**src/rtl/seg_scan_mux.sv**
```systemverilog
// seg_scan_mux
//   Time-multiplexed scanner for a bank of 7-segment digits. A prescaler
//   divides each digit slot into DIV clocks. The first BLANK clocks of every
//   slot drive nothing, which suppresses ghosting. All digit patterns are
//   captured at the start of each frame, so one frame never mixes old and new
//   data. Every output comes from a register and is updated on the same edge
//   as the state register.
// Ports
//   clk          system clock
//   rst_n        asynchronous reset, active low
//   enable       1 = scan, 0 = display dark (the scanner returns to idle)
//   digits_in    digit i at [i*SEG_W +: SEG_W]; a 1 bit means lit
//   seg_out      segment drive; polarity set by SEG_ACTIVE_LOW
//   sel_out      one-hot digit select; polarity set by SEL_ACTIVE_LOW
//   digit_idx    index of the digit that owns the current slot
//   frame_start  1-cycle pulse on the first cycle of the digit 0 slot
module seg_scan_mux #(
    parameter int NUM_DIGITS     = 4,
    parameter int SEG_W          = 8,
    parameter int DIV            = 1000,
    parameter int BLANK          = 50,
    parameter int SEL_ACTIVE_LOW = 1,
    parameter int SEG_ACTIVE_LOW = 1,
    localparam int IDX_W = (NUM_DIGITS > 1) ? $clog2(NUM_DIGITS) : 1
) (
    input  logic                        clk,
    input  logic                        rst_n,
    input  logic                        enable,
    input  logic [NUM_DIGITS*SEG_W-1:0] digits_in,
    output logic [SEG_W-1:0]            seg_out,
    output logic [NUM_DIGITS-1:0]       sel_out,
    output logic [IDX_W-1:0]            digit_idx,
    output logic                        frame_start
);

    localparam int CNT_W = $clog2(DIV);

    localparam logic [CNT_W-1:0]      CNT_LAST   = CNT_W'(DIV - 1);
    // Only compared while in the blanking state, which does not exist when BLANK == 0.
    localparam logic [CNT_W-1:0]      BLANK_LAST = CNT_W'((BLANK == 0) ? 0 : BLANK - 1);
    localparam logic [IDX_W-1:0]      IDX_LAST   = IDX_W'(NUM_DIGITS - 1);
    localparam logic [SEG_W-1:0]      SEG_OFF    = (SEG_ACTIVE_LOW != 0) ? '1 : '0;
    localparam logic [NUM_DIGITS-1:0] SEL_OFF    = (SEL_ACTIVE_LOW != 0) ? '1 : '0;

    typedef enum logic [1:0] {
        S_IDLE,
        S_BLANK,
        S_DRIVE
    } state_t;

    // Every slot opens in blanking unless blanking is disabled.
    localparam state_t SLOT_FIRST = (BLANK == 0) ? S_DRIVE : S_BLANK;

    state_t                      state_q, state_d;
    logic [CNT_W-1:0]            cnt_q, cnt_d;
    logic [IDX_W-1:0]            idx_q, idx_d;
    logic [NUM_DIGITS*SEG_W-1:0] snap_q, snap_d;
    logic [SEG_W-1:0]            seg_q, seg_d;
    logic [NUM_DIGITS-1:0]       sel_q, sel_d;
    logic                        fs_q, fs_d;

    logic [NUM_DIGITS-1:0]       sel_act;
    logic [SEG_W-1:0]            seg_lit;

    always_comb begin
        state_d = state_q;
        cnt_d   = cnt_q;
        idx_d   = idx_q;
        snap_d  = snap_q;
        fs_d    = 1'b0;
        case (state_q)
            S_IDLE: begin
                if (enable) begin
                    state_d = SLOT_FIRST;
                    cnt_d   = '0;
                    idx_d   = '0;
                    snap_d  = digits_in;
                    fs_d    = 1'b1;
                end
            end
            default: begin
                if (!enable) begin
                    state_d = S_IDLE;
                    cnt_d   = '0;
                    idx_d   = '0;
                end else if (cnt_q == CNT_LAST) begin
                    cnt_d   = '0;
                    state_d = SLOT_FIRST;
                    if (idx_q == IDX_LAST) begin
                        // A frame boundary is the only point where new data is accepted.
                        idx_d  = '0;
                        snap_d = digits_in;
                        fs_d   = 1'b1;
                    end else begin
                        idx_d = idx_q + 1'b1;
                    end
                end else begin
                    cnt_d = cnt_q + 1'b1;
                    if (state_q == S_BLANK && cnt_q == BLANK_LAST) begin
                        state_d = S_DRIVE;
                    end
                end
            end
        endcase
    end

    // The output registers are computed from the next state, so they move
    // together with the state register instead of one cycle behind it.
    for (genvar gi = 0; gi < NUM_DIGITS; gi++) begin : g_sel
        assign sel_act[gi] = (state_d == S_DRIVE) && (idx_d == IDX_W'(gi));
    end

    always_comb begin
        seg_lit = '0;
        if (state_d == S_DRIVE) begin
            seg_lit = snap_d[idx_d*SEG_W +: SEG_W];
        end
        seg_d = (SEG_ACTIVE_LOW != 0) ? ~seg_lit : seg_lit;
        sel_d = (SEL_ACTIVE_LOW != 0) ? ~sel_act : sel_act;
    end

    always_ff @(posedge clk or negedge rst_n) begin
        if (!rst_n) begin
            state_q <= S_IDLE;
            cnt_q   <= '0;
            idx_q   <= '0;
            snap_q  <= '0;
            seg_q   <= SEG_OFF;
            sel_q   <= SEL_OFF;
            fs_q    <= 1'b0;
        end else begin
            state_q <= state_d;
            cnt_q   <= cnt_d;
            idx_q   <= idx_d;
            snap_q  <= snap_d;
            seg_q   <= seg_d;
            sel_q   <= sel_d;
            fs_q    <= fs_d;
        end
    end

    assign seg_out     = seg_q;
    assign sel_out     = sel_q;
    assign digit_idx   = idx_q;
    assign frame_start = fs_q;

endmodule

```
**config.mk**
```make
export PLATFORM = sky130hd
export DESIGN_NAME = seg_scan_mux
export DESIGN_NICKNAME = d
export VERILOG_FILES = /design/src/rtl/seg_scan_mux.sv
export SDC_FILE = /design/constraint.sdc
export NUM_CORES = 1
export LEC_CHECK = 0
export ABC_AREA = 1
export CORE_MARGIN = 1.5
export CORE_UTILIZATION = 45
export DETAILED_ROUTE_END_ITERATION = 10
export GPL_ROUTABILITY_DRIVEN = 0
export GPL_TIMING_DRIVEN = 0
export PLACE_DENSITY = 0.81
export SETUP_SLACK_MARGIN = 0.5
export SYNTH_ARGS = -nofsm -noshare
export SYNTH_HDL_FRONTEND = slang
export SYNTH_SLANG_ARGS = --single-unit
```
**constraint.sdc**
```tcl
create_clock -name clk -period 3.7 [get_ports clk]
set_clock_uncertainty 0.05 [all_clocks]
set_input_delay 0.555 -clock clk [delete_from_list [all_inputs] [get_ports clk]]
set_output_delay 0.555 -clock clk [all_outputs]
set_load 0.1 [all_outputs]
```
==> results.toml, run 1 <==
[setup_path]
worst_ep_arrival_time_ns = 1.99
endpoint_kind = "primary output"
critPathMaxFanout = 1
cpPeakStageDelay_ns = 1.12
required_ns = 3.09
crit_chain = "clkdlybuf4s50_1"
cp_slowest_cell = "clkdlybuf4s50_1"
worstSetupStartpointType = "flip-flop"
cp_top_family = "buffers and inverters"
cp_num_buf_inv = 1
critPathKind = "flip-flop to primary output"

[cts]
hold_buffers = 0
h-tree-depth = 3
cts_max_path_buffers = 2
cts_sinks = 59
cts_tree = "built"
cts-buffers-inserted = 9
ctsResizeCount = 0
post-cts-setup-buffers = 0
cts.clk_slew.worst_paths_ns = 0.07
clkLatencyLatePin_ns = 0.34
root_buffer = "clkbuf_8"

[drt]
postRouteAntennaNets = 0
wirelength_um = 6551
dr.pass1.iters = 4
vias = 2482
via_per_inst = 5.086
wl_per_cell_um = 13.42
drc = 0
drtIter0Drc = 176

[floorplanning]
rows = 28
die_area_um2 = 6812
dieHeight_um = 82.54
io_pins = 50
start_util = 0.4724
core_um2 = 6026
die_w_um = 82.54

[synthesis]
synth-seq-cells = 59
avgSynthCellArea_um2 = 8.203
synth.top_cell.area_share = 0.4132
ys_seq_area_frac = 0.5240
synth_edf_count = 0
syn_nets = 385
yosys.area.top_type = "dfrtp_1"
synthCells = 347
synth_flop_cell = "dfrtp_1"
synthArstFlopShare = 1.000
synth_warnings = 0
synth_area_um2 = 2846
yosysMostFrequentCell = "nand2_1"
yosys-top-cells-count = "119 x nand2_1, 52 x nand3_1, 47 x dfrtp_1"
synth_area_leaders = "dfrtp_1 41%, nand2_1 16%, dfstp_2 11%"
ys_types = 31

[pwr]
finalPower_w = 0.001565
p_leak_nw = 1.788
peakVddDrop_mv = 0.2758
intPower_w = 0.001155
p_sw_w = 0.0004096
share_seq_of_total_power = 0.470
power_frac_comb = 0.152
power_density_nw_per_um2 = 427.8
p_clk_frac = 0.379
p_sw_frac = 0.2618

[sta]
period_share = 0.7017
hold_viol = 0
drv_slew = 0
rsz0062_at_grt = "false"
worst_pin_slew_ns = 0.9743
fmax_mhz = 385.2
hold_slack_ns = 0.2720
setup_viol = 0
min_period_ns = 2.596
fin_setup_tns_ns = 0
slew_headroom = 0.3484

[global_route]
top_usage_layer = "met2"
grt_pass1_vias = 2441
use_met1 = 0.2812
use_met3 = 0.03736
grt_use_met2 = 0.3415
grt_max_degree = 37
grt_pass1_wl_um = 10870
antenna_found_initial = 0
track_usage = 0.2164
gr-total-overflow = 0

[place]
detailed_place_hpwl_um = 4673
io_buffers = 49

[final_layout]
syn_to_final_growth_pct = 28.48
fillCellCount = 507
drive_gt1_frac = 0.1356
nNetsFinal = 446
diodes = 0

[min_path]
hold_path_class = "input pin to asynchronous set/reset pin"

[status]
outcome = "finished clean"

[job]
maxCapViolations = 0
-- per-layer routing --
metal  vias up  wire [um]
met5         -          0
met4         0        161
met3        17        383
met2        85       3061
met1      1154       2944
li1       1226          -
-- worst paths after layout --
check	start	endpoint	slack, ns	cells after the start
max in group asynchronous	rst_n	digit_idx[1]$_DFF_PN0_	2.73	2
min	rst_n	cnt_q[1]$_DFFE_PN0P_	0.27	1
max	seg_out[6]$_DFF_PN1_	seg_out[6]	1.10	1
max reg2reg	cnt_q[0]$_DFFE_PN0P_	sel_out[2]$_DFF_PN1_	1.62	9
min in group clk	snap_q[23]$_DFF_PN0_	snap_q[23]$_DFF_PN0_	0.42	2
min reg2reg	snap_q[23]$_DFF_PN0_	snap_q[23]$_DFF_PN0_	0.42	2
-- per-stage QoR --
stage,utilization,std cells,setup slack (ns),area [um^2]
global route,0.6069,488,1.061,3657
floorplan,-,347,1.434,2846
global placement,0.5694,471,0.2222,3431
finish,0.6069,488,1.104,3657
detailed placement,0.5731,472,1.073,3453
CTS,0.6069,488,1.097,3657
-- sequential cells by signal, indices dropped and copies added (netlist names) --
register,flops
digit_idx,2
seg_out,8
sel_out,4
snap_q,32
state_q,2
frame_start,1
cnt_q,10
-- logic make-up after synthesis --
logic type                 share of synthesized area
AOI/OAI and AO/OA                            0.05143
DFF                                           0.5240
buffers and inverters                        0.08440
xor gates and xnor gates                     0.01231
adders and majority gates                    0.01319
and+or+nand+nor                               0.3147
-- layout make-up --
cell class | count | area [um^2] | area share
clock inverter | 4 | 48.80 | 0.01334
multi-input combinational | 233 | 1115 | 0.3048
tap | 75 | 93.84 | 0.02566
clock buffer | 12 | 155.1 | 0.04242
inverter | 45 | 168.9 | 0.04619
timing repair buffer | 50 | 513.0 | 0.1403
sequential | 59 | 1491 | 0.4078
buffer | 10 | 71.32 | 0.01950
-- power groups by stage --
stage | clock [W] | sequential, W | combinational, W
final | 0.000593 | 0.000735 | 0.000237
after detailed placement | 0 | 0.000746 | 0.000236
after global placement | 0 | 0.000744 | 0.000226
after CTS | 0.000601 | 0.000735 | 0.000238
after floorplan | 0 | 0.000747 | 0.000139
after global routing | 0.000631 | 0.000741 | 0.000275
-- placed cells by master (no fill, tap or decap), types with 4 or more instances in the layout --
| cell type | count |
|---|---|
| dfstp_2 | 12 |
| nand2_2 | 7 |
| clkdlybuf4s50_1 | 48 |
| nand2_1 | 119 |
| buf_2 | 7 |
| nor2_1 | 9 |
| clkbuf_8 | 11 |
| inv_1 | 43 |
| dfrtp_1 | 47 |
| a21oi_1 | 8 |
| nand3_1 | 52 |
| o22ai_1 | 5 |
| xor2_1 | 4 |
| o21ai_1 | 4 |
| o21ai_0 | 4 |
Power figures use the tool's default switching activity.
==> run 2: changes to the inputs <==
--- a/config.mk
+++ b/config.mk
@@ -11,7 +11,7 @@
 export DETAILED_ROUTE_END_ITERATION = 10
 export GPL_ROUTABILITY_DRIVEN = 0
 export GPL_TIMING_DRIVEN = 0
-export PLACE_DENSITY = 0.81
+export PLACE_DENSITY = 0.84
 export SETUP_SLACK_MARGIN = 0.5
 export SYNTH_ARGS = -nofsm -noshare
 export SYNTH_HDL_FRONTEND = slang
==> constraint.sdc (replaced) <==
create_clock -name clk -period 2.3 [get_ports clk]
set_clock_uncertainty 0.05 [all_clocks]
set_input_delay 0.345 -clock clk [delete_from_list [all_inputs] [get_ports clk]]
set_output_delay 0.345 -clock clk [all_outputs]
set_load 0.1 [all_outputs]
==> results.toml, run 2 (synthesis results as in run 1) <==
[status]
outcome = "finished clean"

[floorplanning]
die_w_um = 82.54
die_area_um2 = 6812
dieHeight_um = 82.54
start_util = 0.4724
core_um2 = 6026
io_pins = 50
rows = 28

[setup_path]
cp_top_family = "simple AND/OR/NAND/NOR gates"
r2r_slack_ns = 0.36
cpPeakStageDelay_ns = 0.42
critPathKind = "flip-flop to flip-flop"
endpoint_kind = "flip-flop"
cp_slowest_cell = "dfrtp_1"
cp_num_buf_inv = 2
worstRegToRegCells = 11
required_ns = 2.51
critPathMaxFanout = 6
crit_chain = "buf_4 > inv_2 > ha_1 > nor3b_2 > nand3_1 > nand2_1 > nand2_1 > nand2_2 > nand2_4 > a21oi_2 > nand3_1"
worstSetupStartpointType = "flip-flop"
worst_ep_arrival_time_ns = 2.14
r2r_start = "cnt_q[1]$_DFFE_PN0P_"
r2r-end = "seg_out[4]$_DFF_PN1_"

[cts]
h-tree-depth = 3
cts_sinks = 59
clkLatencyLatePin_ns = 0.34
cts-buffers-inserted = 9
cts.clk_slew.worst_paths_ns = 0.07
root_buffer = "clkbuf_8"
cts_max_path_buffers = 2
cts_tree = "built"

[final_layout]
largest_reg_flops = 32
nNetsFinal = 471
final_common_cell = "nand2_1"
final_cell_mix = "90 x nand2_1, 44 x dfrtp_1, 42 x nand3_1, 35 x inv_1, 33 x clkdlybuf4s50_1"
max_flop_register = "snap_q"
syn_to_final_growth_pct = 47.87
finalCoreUtilization = 0.6985
diodes = 0
drive_gt1_frac = 0.3584

[sta]
period_share = 0.8419
fin_setup_tns_ns = 0
hold_viol = 0
fmax_mhz = 516.5
worst_pin_slew_ns = 0.6525
rsz0062_at_grt = "true"
drv_slew = 0
min_period_ns = 1.936
setup_viol = 0
slew_headroom = 0.5650

[drt]
wl_per_cell_um = 17.76
drc = 0
wl_met1_um = 3584
vias = 2893
dr.pass1.iters = 6
met3_length_um = 702
via_per_inst = 5.639
top_layer_used = "met4"
drtIter0Drc = 303
wl_met2_um = 4481
wirelength_um = 9112
postRouteAntennaNets = 0

[global_route]
grt_max_degree = 33
gr-total-overflow = 0
grt_pass1_vias = 2618
antenna_found_initial = 0
grt_pass1_wl_um = 12600
track_usage = 0.2544

[min_path]
min_path_cells = 2
min_to = "snap_q[0]$_DFF_PN0_"
hold_path_class = "flip-flop to flip-flop"
hp-start = "snap_q[0]$_DFF_PN0_"

[pwr]
p_leak_nw = 1.976
power_density_nw_per_um2 = 653.2
peakVddDrop_mv = 0.3630

[job]
maxCapViolations = 0

[place]
detailed_place_hpwl_um = 4805
io_buffers = 49
-- run 2: cell types whose count changed in the layout (fill, tap and decap cells not counted), moves of 8 or more --
cell	before	now
buf_4	1	19
clkdlybuf4s50_1	48	33
inv_1	43	35
nand2_1	119	90
nand2_2	7	25
nand2_4	1	12
nand3_1	52	42
nand3_2	1	11
-- run 2: what timing repair did --
action                     CTS  global route
pin swaps                   14            28
gates resized for setup    105            62
setup buffers               14             6
gates cloned                 2             2
hold endpoints to repair    25             0
setup endpoints to repair   27            31
hold buffers                 1             0
-- run 2: report_power, final --
group          switching [W]  internal (W)
clock               0.000424      0.000558
sequential         0.0000593       0.00115
combinational       0.000318      0.000241
-- run 2: area by class of cell --
type | count | area [um^2]
buffer | 10 | 125.1
clock buffer | 12 | 155.1
clock inverter | 4 | 48.80
fill | 398 | 1817
inverter | 45 | 176.4
multi-input combinational | 233 | 1385
sequential | 59 | 1500
tap | 75 | 93.84
timing repair buffer | 75 | 724.4
-- run 2: metrics by stage --
stage	cells	setup WS [ns]	power (W)	hold WS [ns]	cell area, um^2
5_1_grt	513	0.2760	0.002852	0.4566	4209
4_1_cts	505	0.4510	0.002613	0.4246	3981
2_1_floorplan	347	0.5132	0.001427	-0.0005911	2874
3_3_place_gp	471	-1.313	0.001561	0.3993	3458
3_5_place_dp	472	-0.1557	0.001583	0.3595	3473
6_report	513	0.3637	0.002749	0.4290	4209
-- run 2: worst max path at each step --
stage | startpoint | to | slack, ns | cells past startpoint
3_3_place_gp | rst_n | digit_idx[1]$_DFF_PN0_ | -1.31 | 1
6_report | cnt_q[1]$_DFFE_PN0P_ | seg_out[4]$_DFF_PN1_ | 0.36 | 11
4_1_cts | cnt_q[1]$_DFFE_PN0P_ | seg_out[4]$_DFF_PN1_ | 0.45 | 12
5_1_grt | cnt_q[1]$_DFFE_PN0P_ | seg_out[4]$_DFF_PN1_ | 0.28 | 11
2_1_floorplan | digit_idx[0]$_DFF_PN0_ | seg_out[1]$_DFF_PN1_ | 0.51 | 11
3_5_place_dp | enable | seg_out[0]$_DFF_PN1_ | -0.16 | 8
-- run 2: worst reg2reg max path, stage by stage, from the launching register on --
cell and delay, ns:
dfrtp_1 0.42, buf_4 0.16, inv_2 0.05, ha_1 0.15, nor3b_2 0.18, nand3_1 0.13, nand2_1 0.13, nand2_1 0.10
nand2_2 0.10, nand2_4 0.12, a21oi_2 0.16, nand3_1 0.11
-- run 2: per-layer routing --
layer	track usage	vias up
met5	0	-
met4	0.1283	0
met3	0.05824	40
met1	0.3225	1393
li1	-	1270
met2	0.4073	190
==> run 3: changes to the inputs <==
--- a/config.mk
+++ b/config.mk
@@ -11,7 +11,7 @@
 export DETAILED_ROUTE_END_ITERATION = 10
 export GPL_ROUTABILITY_DRIVEN = 0
 export GPL_TIMING_DRIVEN = 0
-export PLACE_DENSITY = 0.84
+export PLACE_DENSITY = 0.81
 export SETUP_SLACK_MARGIN = 0.5
 export SYNTH_ARGS = -nofsm -noshare
 export SYNTH_HDL_FRONTEND = slang
==> constraint.sdc (replaced) <==
create_clock -name clk -period 2 [get_ports clk]
set_clock_uncertainty 0.05 [all_clocks]
set_input_delay 0.3 -clock clk [delete_from_list [all_inputs] [get_ports clk]]
set_output_delay 0.3 -clock clk [all_outputs]
set_load 0.1 [all_outputs]
==> results.toml, run 3 (synthesis results as in run 1) <==
[status]
outcome = "finished with violations"
failed_checks = "setup timing"

[setup_path]
worstSetupStartpointType = "flip-flop"
r2r-end = "seg_out[6]$_DFF_PN1_"
cpPeakStageDelay_ns = 0.44
cp_slowest_cell = "dfrtp_1"
required_ns = 2.25
r2r_start = "cnt_q[3]$_DFFE_PN0P_"
critPathMaxFanout = 7
crit_chain = "inv_1 > nand2_1 > inv_1 > nand3_4 > nand2_4 > nand2_4 > buf_8 > buf_12 > nand2_2 > nand2_2 > inv_2 > nand2_1 > nand2_1 > nand2_1 > nand3_1"
worstRegToRegCells = 15
worst_ep_arrival_time_ns = 2.31
r2r_slack_ns = -0.06
critPathKind = "flip-flop to flip-flop"
endpoint_kind = "flip-flop"
cp_common_cell = "nand2_1"

[drt]
drtIter0Drc = 366
drc = 0
postRouteAntennaNets = 0
wl_per_cell_um = 17.85
wirelength_um = 9209
vias = 2934
dr.pass1.iters = 5
via_per_inst = 5.686

[place]
placed_cell_area_um2 = 3532
detailed_place_hpwl_um = 4777
io_buffers = 49

[pwr]
intPower_w = 0.002501
power_density_nw_per_um2 = 792.3
power_frac_comb = 0.201
p_clk_frac = 0.398
share_seq_of_total_power = 0.401
p_sw_w = 0.001010
peakVddDrop_mv = 0.7138
p_leak_nw = 2.052
finalPower_w = 0.003511
p_sw_frac = 0.2876

[sta]
rsz0062_at_grt = "true"
hold_viol = 0
slew_headroom = 0.6589
setup_viol = 8
fmax_mhz = 484.8
worst_pin_slew_ns = 0.5116
period_share = 1.031
min_period_ns = 2.063
drv_slew = 0
fin_ws_ns = -0.06277

[global_route]
track_usage = 0.2627
grt_max_degree = 40
gr-total-overflow = 0
grt_pass1_wl_um = 13130
grt_pass1_vias = 2777
antenna_found_initial = 0

[floorplanning]
core_um2 = 6026
die_area_um2 = 6812
dieHeight_um = 82.54
die_w_um = 82.54
io_pins = 50
rows = 28
start_util = 0.4724

[final_layout]
nNetsFinal = 474
final_cell_mix = "67 x nand2_1, 47 x nand3_1, 44 x dfrtp_1, 35 x nand2_2, 33 x clkdlybuf4s50_1"
drive_gt1_frac = 0.4263
final_common_cell = "nand2_1"
design_area_um2 = 4432
diodes = 0
max_flop_register = "snap_q"
syn_to_final_growth_pct = 55.69
largest_reg_flops = 32

[cts]
cts_max_path_buffers = 2
cts_tree = "built"
cts.clk_slew.worst_paths_ns = 0.07
clkLatencyLatePin_ns = 0.36
cts-buffers-inserted = 9
root_buffer = "clkbuf_8"
h-tree-depth = 3
cts_sinks = 59

[min_path]
hold_path_class = "input pin to asynchronous set/reset pin"

[job]
maxCapViolations = 0
## run 3: changes by cell type in the layout (fill, tap and decap cells not counted), moves of 10 or more
cell / delta
buf_6: +15
nand2_2: +10
nand2_1: -23
buf_2: -10
nand2_4: +12
## run 3: stage by stage
step / hold WS, ns / utilization / TNS, ns / cells / worst slack [ns]
floorplan: -0.04559 / - / 0 / 347 / 0.2547
global placement: 0.3978 / 0.5837 / -65.76 / 471 / -1.568
detailed placement: 0.2373 / 0.5862 / -2.827 / 472 / -0.3188
CTS: 0.4024 / 0.6977 / 0 / 512 / 0.1712
global route: 0.4458 / 0.7355 / -1.061 / 516 / -0.1521
finish: 0.3984 / 0.7355 / -0.1922 / 516 / -0.06277
## run 3: worst max path at each step
stage                           startpoint                      to  slack [ns]  cells after the start
finish                cnt_q[3]$_DFFE_PN0P_    seg_out[6]$_DFF_PN1_       -0.06                     15
global route          cnt_q[3]$_DFFE_PN0P_    seg_out[6]$_DFF_PN1_       -0.15                     15
CTS                   cnt_q[1]$_DFFE_PN0P_    seg_out[4]$_DFF_PN1_        0.17                     15
detailed placement                  enable    seg_out[1]$_DFF_PN1_       -0.32                     10
global placement                     rst_n  digit_idx[1]$_DFF_PN0_       -1.57                      1
floorplan           digit_idx[1]$_DFF_PN0_    seg_out[2]$_DFF_PN1_        0.25                     11
## run 3: critical path: cells and delay by family (launching register included)
kind | cells | cell delay (ns)
and+or+nand+nor | 10 | 0.83
buffers and inverters | 5 | 0.68
DFF | 1 | 0.44
## run 3: area by class of cell
type,instances,area [um^2]
plain buffers,10,110.1
clock buffers,10,137.6
clock inverters,6,112.6
fillers,365,1594
inverters,45,181.4
multi-input cells,233,1499
flip-flops and latches,59,1500
well taps,75,93.84
repair buffers,78,797.0
## run 3: power by group through the flow
stage | clock [W] | combinational (W) | sequential (W)
after floorplan | 0 | 0.000272 | 0.00139
after global placement | 0 | 0.000434 | 0.00138
after detailed placement | 0 | 0.000450 | 0.00139
after CTS | 0.00137 | 0.000583 | 0.00139
after global routing | 0.00146 | 0.000760 | 0.00141
final | 0.00140 | 0.000707 | 0.00141
## run 3: timing repair
item,4_1_cts,5_1_grt
endpoints found under the setup margin,69,58
resized for setup,164,58
pin swaps,26,15
setup buffers,22,4
hold buffers,1,0
cloned,1,0
hold endpoints to repair,13,0
## run 3: layer usage
metal | routed length (um) | up-vias | global-route usage
met5 | 0 | - | 0
met4 | 486 | 0 | 0.1250
met3 | 725 | 63 | 0.07143
met2 | 4553 | 181 | 0.4211
met1 | 3443 | 1414 | 0.3280
li1 | - | 1276 | -
